### src/rtl/data_bus_ctrl.sv
// data_bus_ctrl: multi-cycle load/store sequencer between the RV32I core and the data bus.
// Define BUS_TIMEOUT_EN to abort bus waits after TIMEOUT_CYCLES cycles with a fault.
module data_bus_ctrl #(
    parameter int unsigned TIMEOUT_CYCLES = 255
) (
    input  logic        clk,
    input  logic        rst,
    input  logic        mem_req,
    input  logic        mem_we,
    input  logic [2:0]  funct3,
    input  logic [31:0] addr,
    input  logic [31:0] store_data,
    output logic        stall,
    output logic        load_valid,
    output logic [31:0] load_data,
    output logic        fault,
    output logic        bus_req,
    output logic        bus_we,
    output logic [31:0] bus_addr,
    output logic [3:0]  bus_be,
    output logic [31:0] bus_wrdata,
    input  logic        bus_gnt,
    input  logic        bus_rvalid,
    input  logic [31:0] bus_rddata
);
    localparam int unsigned CNT_W = 16;

    typedef enum logic [1:0] {IDLE, REQ, WAIT, DONE} state_t;

    state_t      state_q;
    logic [1:0]  off_q;
    logic [2:0]  f3_q;
    logic        illegal_c;
    logic        tmo_c;
    logic [3:0]  be_c;
    logic [31:0] wrdata_c;
    logic [31:0] word_c;
    logic [31:0] ext_c;

    // Access legality: size/alignment and undefined funct3 codes
    always_comb begin
        illegal_c = 1'b0;
        case (funct3)
            3'b000:         illegal_c = 1'b0;
            3'b001:         illegal_c = addr[0];
            3'b010:         illegal_c = |addr[1:0];
            3'b100, 3'b101: illegal_c = mem_we;
            default:        illegal_c = 1'b1;
        endcase
    end

    // Store lane enables and replicated write data; loads drive no lanes
    always_comb begin
        be_c     = 4'b0000;
        wrdata_c = 32'h0;
        if (mem_we) begin
            case (funct3[1:0])
                2'b00: begin
                    be_c     = 4'b0001 << addr[1:0];
                    wrdata_c = {4{store_data[7:0]}};
                end
                2'b01: begin
                    be_c     = 4'b0011 << {addr[1], 1'b0};
                    wrdata_c = {2{store_data[15:0]}};
                end
                default: begin
                    be_c     = 4'b1111;
                    wrdata_c = store_data;
                end
            endcase
        end
    end

    // Load alignment and extension
    always_comb begin
        word_c = bus_rddata >> {off_q, 3'b000};
        case (f3_q)
            3'b000:  ext_c = {{24{word_c[7]}}, word_c[7:0]};
            3'b001:  ext_c = {{16{word_c[15]}}, word_c[15:0]};
            3'b100:  ext_c = {24'h0, word_c[7:0]};
            3'b101:  ext_c = {16'h0, word_c[15:0]};
            default: ext_c = word_c;
        endcase
    end

`ifdef BUS_TIMEOUT_EN
    logic [CNT_W-1:0] cnt_q;

    // Wait counter restarts on every entry to REQ or WAIT
    always_ff @(posedge clk) begin
        if (rst) begin
            cnt_q <= '0;
        end else if ((state_q == IDLE) || (state_q == REQ && bus_gnt)) begin
            cnt_q <= '0;
        end else if (state_q == REQ || state_q == WAIT) begin
            cnt_q <= cnt_q + CNT_W'(1);
        end
    end

    assign tmo_c = (cnt_q == CNT_W'(TIMEOUT_CYCLES - 1));
`else
    logic tmo_param_unused;

    assign tmo_param_unused = (TIMEOUT_CYCLES != 0);
    assign tmo_c            = 1'b0;
`endif

    assign stall = !rst && ((state_q == REQ) || (state_q == WAIT) ||
                            (state_q == IDLE && mem_req));

    always_ff @(posedge clk) begin
        if (rst) begin
            state_q    <= IDLE;
            off_q      <= 2'b00;
            f3_q       <= 3'b000;
            bus_req    <= 1'b0;
            bus_we     <= 1'b0;
            bus_addr   <= 32'h0;
            bus_be     <= 4'b0000;
            bus_wrdata <= 32'h0;
            load_valid <= 1'b0;
            load_data  <= 32'h0;
            fault      <= 1'b0;
        end else begin
            load_valid <= 1'b0;
            fault      <= 1'b0;
            case (state_q)
                IDLE: begin
                    if (mem_req) begin
                        if (illegal_c) begin
                            fault   <= 1'b1;
                            state_q <= DONE;
                        end else begin
                            bus_req    <= 1'b1;
                            bus_we     <= mem_we;
                            bus_addr   <= {addr[31:2], 2'b00};
                            bus_be     <= be_c;
                            bus_wrdata <= wrdata_c;
                            off_q      <= addr[1:0];
                            f3_q       <= funct3;
                            state_q    <= REQ;
                        end
                    end
                end
                REQ: begin
                    if (bus_gnt) begin
                        bus_req <= 1'b0;
                        state_q <= bus_we ? DONE : WAIT;
                    end else if (tmo_c) begin
                        bus_req <= 1'b0;
                        fault   <= 1'b1;
                        state_q <= DONE;
                    end
                end
                WAIT: begin
                    if (bus_rvalid) begin
                        load_data  <= ext_c;
                        load_valid <= 1'b1;
                        state_q    <= DONE;
                    end else if (tmo_c) begin
                        fault   <= 1'b1;
                        state_q <= DONE;
                    end
                end
                DONE:    state_q <= IDLE;
                default: state_q <= IDLE;
            endcase
        end
    end
endmodule

### config.mk
export PLATFORM = sky130hd
export DESIGN_NAME = data_bus_ctrl
export DESIGN_NICKNAME = d
export VERILOG_FILES = /design/src/rtl/data_bus_ctrl.sv
export SDC_FILE = /design/constraint.sdc
export NUM_CORES = 1
export LEC_CHECK = 0
export CELL_PAD_IN_SITES_DETAIL_PLACEMENT = 0
export CELL_PAD_IN_SITES_GLOBAL_PLACEMENT = 2
export CORE_ASPECT_RATIO = 1.1
export CORE_MARGIN = 8
export CORE_UTILIZATION = 27
export DETAILED_ROUTE_END_ITERATION = 16
export PLACE_DENSITY = 0.84
export SLEW_MARGIN = 20
export SYNTH_ARGS = -nofsm -noshare
export SYNTH_HDL_FRONTEND = slang
export SYNTH_SLANG_ARGS = --single-unit
export TNS_END_PERCENT = 50
### constraint.sdc
create_clock -name clk -period 3.1 [get_ports clk]
set_clock_uncertainty 0.05 [all_clocks]
set_input_delay 0.465 -clock clk [delete_from_list [all_inputs] [get_ports clk]]
set_output_delay 0.465 -clock clk [all_outputs]
set_load 0.02 [all_outputs]
* After elaboration in Yosys (flattened, before gate mapping) *
Index checks and enable logic that the tools add are counted.

storage, ports and cells
  input bits = 105
  logic and storage cells = 69
  output and inout port bits = 105
  register bits after elaboration = 109

operators by class
  muxes and demuxes = 18
  shifts and indexed selects = 3
  eq/ne operators = 15
  reductions and logical operators = 18
  bitwise logic cells = 4

operator list
  operator             count
  $pmux 32 s4          1
  $pmux 32 s2          1
  $mux 32              1
  $shr 32x5->32        1
  $eq 3x3->1 const B   4
  $mux 2               4
  $ne 2x2->1 const B   4
  $pmux 2 s4           1
  $pmux 4 s2           1
  $eq 3x1->1 const B   2
  $logic_not 3->1      2
  $mux 1               6
  $reduce_and 3->1     2
  $reduce_or 2->1      3
  $eq 2x1->1 const B   2
  $eq 2x2->1 const B   2
  $logic_not 2->1      2
  $mux 4               1
  $not 1->1            4
  $pmux 1 s4           1
  $reduce_and 4->1     1
  $shl 1x2->4 const A  1
  $shl 2x2->4 const A  1
  $eq 3x2->1 const B   1
  7 further kinds      9

* Depth between registers and ports, before layout *
  depth in word-level cells = 6
  mapped depth = 8
  depth with buffers taken out = 6

* Least setup slack after synthesis *
Ideal clock, no wire load.

  path type = register -> output
  from = register state_q[0]
  to = output stall
  slack = 0.997 ns
  data required time = 2.585 ns
  data arrival time = 1.588 ns
  path buffers = 2
  stages on the path, launching flop included = 9
  cell sequence = dfxtp_1 inv_1 ha_1 nand2_1 buf_2 inv_2 clkbuf_1 nor2_1 nor2_1

between the ends
  longest elaborated chain between the ends = 4
  elaborated cells on any way between the ends = 7
  those cells by class = eq/ne (2); reduce/logical (5)

ends and longest elaborated chain
  element                                                line      source
  start, declared                                        30        state_t state_q;
  start signal, assigned                                 148       state_q <= bus_we ? DONE : WAIT;
  $eq 2x1->1, or another cell as far along               108       assign stall = !rst && ((state_q == REQ) || (state_q == WAIT) ||
  $logic_or 1x1->1 or $logic_and 1x1->1 (tied branches)  108, 109
  $logic_or 1x1->1 *                                     108
  $logic_and 1x1->1 *                                    108
  end, declared                                          13        output logic stall,

Mark *: on every way between the ends. The rest lies on a longest branch, timed or not.

* Final worst setup path *
Same ends and word-level chain as after synthesis.

==> results.env <==
SYNTH_TOP_FLOP_CELL='sky130_fd_sc_hd__dfxtp_1'
MOSTFREQUENTLAYOUTCELLS='206 x sky130_fd_sc_hd__clkdlybuf4s50_1, 109 x sky130_fd_sc_hd__dfxtp_1, 71 x sky130_fd_sc_hd__a21oi_1'
GRT_MAX_DEGREE=48
DRT-VIAS-PER-INSTANCE=5.08
HOLD_PATH_CLASS='reg -> reg'
RSZ0062_AT_GRT='false'
MIN_FROM='load_data[7]'
CELL_TYPE_WITH_THE_HIGHEST_AGGREGATE_AREA_IN_THE_NETLIST='sky130_fd_sc_hd__dfxtp_1'
GRT_ANTENNA_BEFORE_REPAIR=1
PLACE_WS_NS=0.461
FINAL_NETS=837
MAXIMUM_VDD_IR_DROP_mV=0.265
WORST-R2R-CELL-COUNT=7
STARTPOINT='state_q[0]'
REGTOREGSETUPSLACK_NS=0.86
SYN_AVG_CELL_AREA_SQ_UM=9.34
YS_SEQ_AREA_FRAC=0.422
CRIT-REG2REG-LAUNCH='state_q[0]'
FIN_SETUP_TNS_NS=0
CORE_REGION_AREA_SQ_MM=0.0190
YOSYSUNIQUECELLTYPES=44
HPWLAFTERDP_MM=14.3
TOTAL_POWER_mW=4.25
RR_ENDPOINT='bus_wrdata[14]'
IO_BUFFER_COUNT=207
DRT_PASS1_ITERATIONS=5
CTS_NUM_SINKS=109
IO_PINS=210
HTREE_NUM_LEVELS=3
CLOCK_INSERTION_DELAY_WORST_SKEW_NS=0.34
AREA_DELTA_SYNTH_FINAL_PCT=48.2
SETUP.WORST_PATH.CLASS='reg -> out'
TOTAL_LEAKAGE_POWER_nW=2.65
CTS_MADE_BUFFERS=9
CRITICAL_PATH_PEAK_FANOUT=9
TRITONCTS='built'
YOSYSWARNINGCOUNT=0
WIRE_PER_INST_UM=19.5
DIE-HEIGHT_UM=161
SETUP_SLACK_NS=0.434
NETLIST.AREA_LEADER.SHARE=0.422
ASYNCSETRESETFLOPFRACSYNTH=0
HOLD_BUFFER_COUNT_AT_CTS=0
CLOCK_PATH_BUFFERS=2
CRITICAL_PATH_REQUIRED_NS=2.58
LAYOUT.CELLS.MOST_COMMON='sky130_fd_sc_hd__clkdlybuf4s50_1'
INITIAL_CORE_UTIL=0.272
GRT-OVFL-TOTAL=0
DIE_W_UM=148
WORSTSETUPENDPOINT='stall'
CLOCK_TRANSITION_AT_THE_REGISTERS_OF_THE_REPORTED_PATHS_NS=0.08
SETUP.WORST_PATH.START_CLASS='flop'
POST_CTS_RESIZE_COUNT=0
LAYOUT-DRIVE-GT1-SHARE=0.0900
PERIOD_NEEDED_NS=2.67
SLEW_HEADROOM=0.550
POSTSYNTHCELLCOUNT=553
ROUTED-VIA-COUNT=4982
YS_FF_LATCH=109
DRV_SLEW=0
RUN_STATUS='complete, no violations'
TIMING_HOLD_VIOLATIONS_FINAL=0
END_KIND='output pin'
ARRIVAL_NS=2.15
FMAX_MHz=375
DIEAREA_SQ_MM=0.0238
CTSROOTBUFFERMASTER='sky130_fd_sc_hd__clkbuf_16'
GRT_PASS1_VIAS=5351
DETAIL_ROUTE.WIRELENGTH_MM=19.1
DRT_ITER0_DRC=178
MIN_PERIOD_OVER_PERIOD=0.860
FINAL-SETUP-VIOL-COUNT=0
PLACE.GP.CONGESTION=0.795
PLACEMENTROWS=53
SYNTHTOPCELLSBYAREA='sky130_fd_sc_hd__dfxtp_1 42%, sky130_fd_sc_hd__mux2i_1 7.9%, sky130_fd_sc_hd__a21oi_1 6.9%'
EDFF_COUNT_SYNTH=0
TOTAL_OF_MAX_CAP_VIOLATIONS=0
MAX_SLEW.WORST_PIN.SLEW_NS=0.672
REMAINING_NUMBER_OF_NETS_FLAGGED_BY_THE_ANTENNA_CHECK_AFTER_ROUTING=0
POWERDENSITY_mW_PER_MM2=556
DRC=0
GR-USAGE-ALL-LAYERS=0.158
SYN-CELL-AREA_SQ_MM=0.00517
CTS.REPAIR_TIMING.SETUP_BUFFER_COUNT=0
GRT_FIRST_PASS_WIRELENGTH_MM=30.4
-- layer usage --
metal  vias to the layer above  track usage  part of all wire
met5                         -            0                 0
met4                         0       0.0469             0.017
met2                       191        0.268              0.47
met1                      2349        0.179              0.42
met3                        23       0.0607             0.089
li1                       2419            -                 -
-- critical path, cell delays in order (launching register included) --
cell	delay (ns)
sky130_fd_sc_hd__dfxtp_1	0.32
sky130_fd_sc_hd__inv_1	0.13
sky130_fd_sc_hd__ha_1	0.22
sky130_fd_sc_hd__nand2_1	0.22
sky130_fd_sc_hd__inv_2	0.11
sky130_fd_sc_hd__nor2_1	0.04
sky130_fd_sc_hd__nor2_1	0.11
sky130_fd_sc_hd__clkdlybuf4s50_1	0.65
-- where the power goes --
group	internal (mW)	switching (mW)
registers	1.55	0.102
logic	0.625	0.821
clock network	0.585	0.569
-- cells by family after synthesis --
kind of cell / after synthesis / synth area share
compound gates: 203 / 0.285
simple gates: 117 / 0.112
flops: 109 / 0.422
buf+inv: 69 / 0.0697
mux: 49 / 0.0990
fa+ha+maj: 4 / 0.00969
other cells: 1 / 0.000726
xor+xnor: 1 / 0.00170
-- worst min path at each step --
stage	to	depth (start not counted)
5_1_grt	load_data[3]	2
3_5_place_dp	bus_wrdata[11]	1
6_report	load_data[7]	2
4_1_cts	load_data[3]	2
3_3_place_gp	bus_wrdata[14]	1
2_1_floorplan	f3_q[2]	2
-- cells in the mapped netlist (3+ instances only) --
master and instances:
sky130_fd_sc_hd__o2bb2ai_1 28, sky130_fd_sc_hd__o211ai_1 7, sky130_fd_sc_hd__buf_6 6, sky130_fd_sc_hd__nor2_1 31, sky130_fd_sc_hd__nand2_1 28, sky130_fd_sc_hd__o21ai_2 3
sky130_fd_sc_hd__o21ai_0 10, sky130_fd_sc_hd__o31ai_1 36, sky130_fd_sc_hd__mux2_2 7, sky130_fd_sc_hd__a211oi_2 10, sky130_fd_sc_hd__ha_1 4, sky130_fd_sc_hd__a22o_1 16
sky130_fd_sc_hd__nand2b_1 4, sky130_fd_sc_hd__nor3_1 8, sky130_fd_sc_hd__mux2i_1 41, sky130_fd_sc_hd__a211oi_1 8, sky130_fd_sc_hd__a21oi_1 71, sky130_fd_sc_hd__inv_1 7
sky130_fd_sc_hd__buf_4 10, sky130_fd_sc_hd__nand4_1 36, sky130_fd_sc_hd__clkbuf_1 24, sky130_fd_sc_hd__buf_2 15, sky130_fd_sc_hd__dfxtp_1 109, sky130_fd_sc_hd__buf_1 6
sky130_fd_sc_hd__nor2b_1 4
-- stage by stage --
step / std cells / hold WS, ns / utilization / area, sq um
after floorplan: 554 / 0.426 / - / 5170
after global placement: 964 / 0.395 / 0.388 / 7360
after detailed placement: 964 / 0.396 / 0.388 / 7360
after CTS: 980 / 0.407 / 0.404 / 7650
after global routing: 981 / 0.427 / 0.404 / 7660
final: 981 / 0.407 / 0.404 / 7660
-- layout make-up --
class	instances	area [sq um]
clock inverter	6	51.3
inverter	8	30.0
clock buffer	10	239
antenna	1	2.50
sequential	109	2180
tap	247	309
fill	1884	11300
timing repair buffer	224	2210
multi-input combinational	376	2640
-- flip-flops by register name (all words and copies together), names as in the netlist --
register	count
bus_be	4
load_data	32
load_valid	1
f3_q	3
bus_addr	30
bus_we	1
off_q	2
bus_wrdata	32
fault	1
state_q	2
bus_req	1
Power figures use the tool's default switching activity.
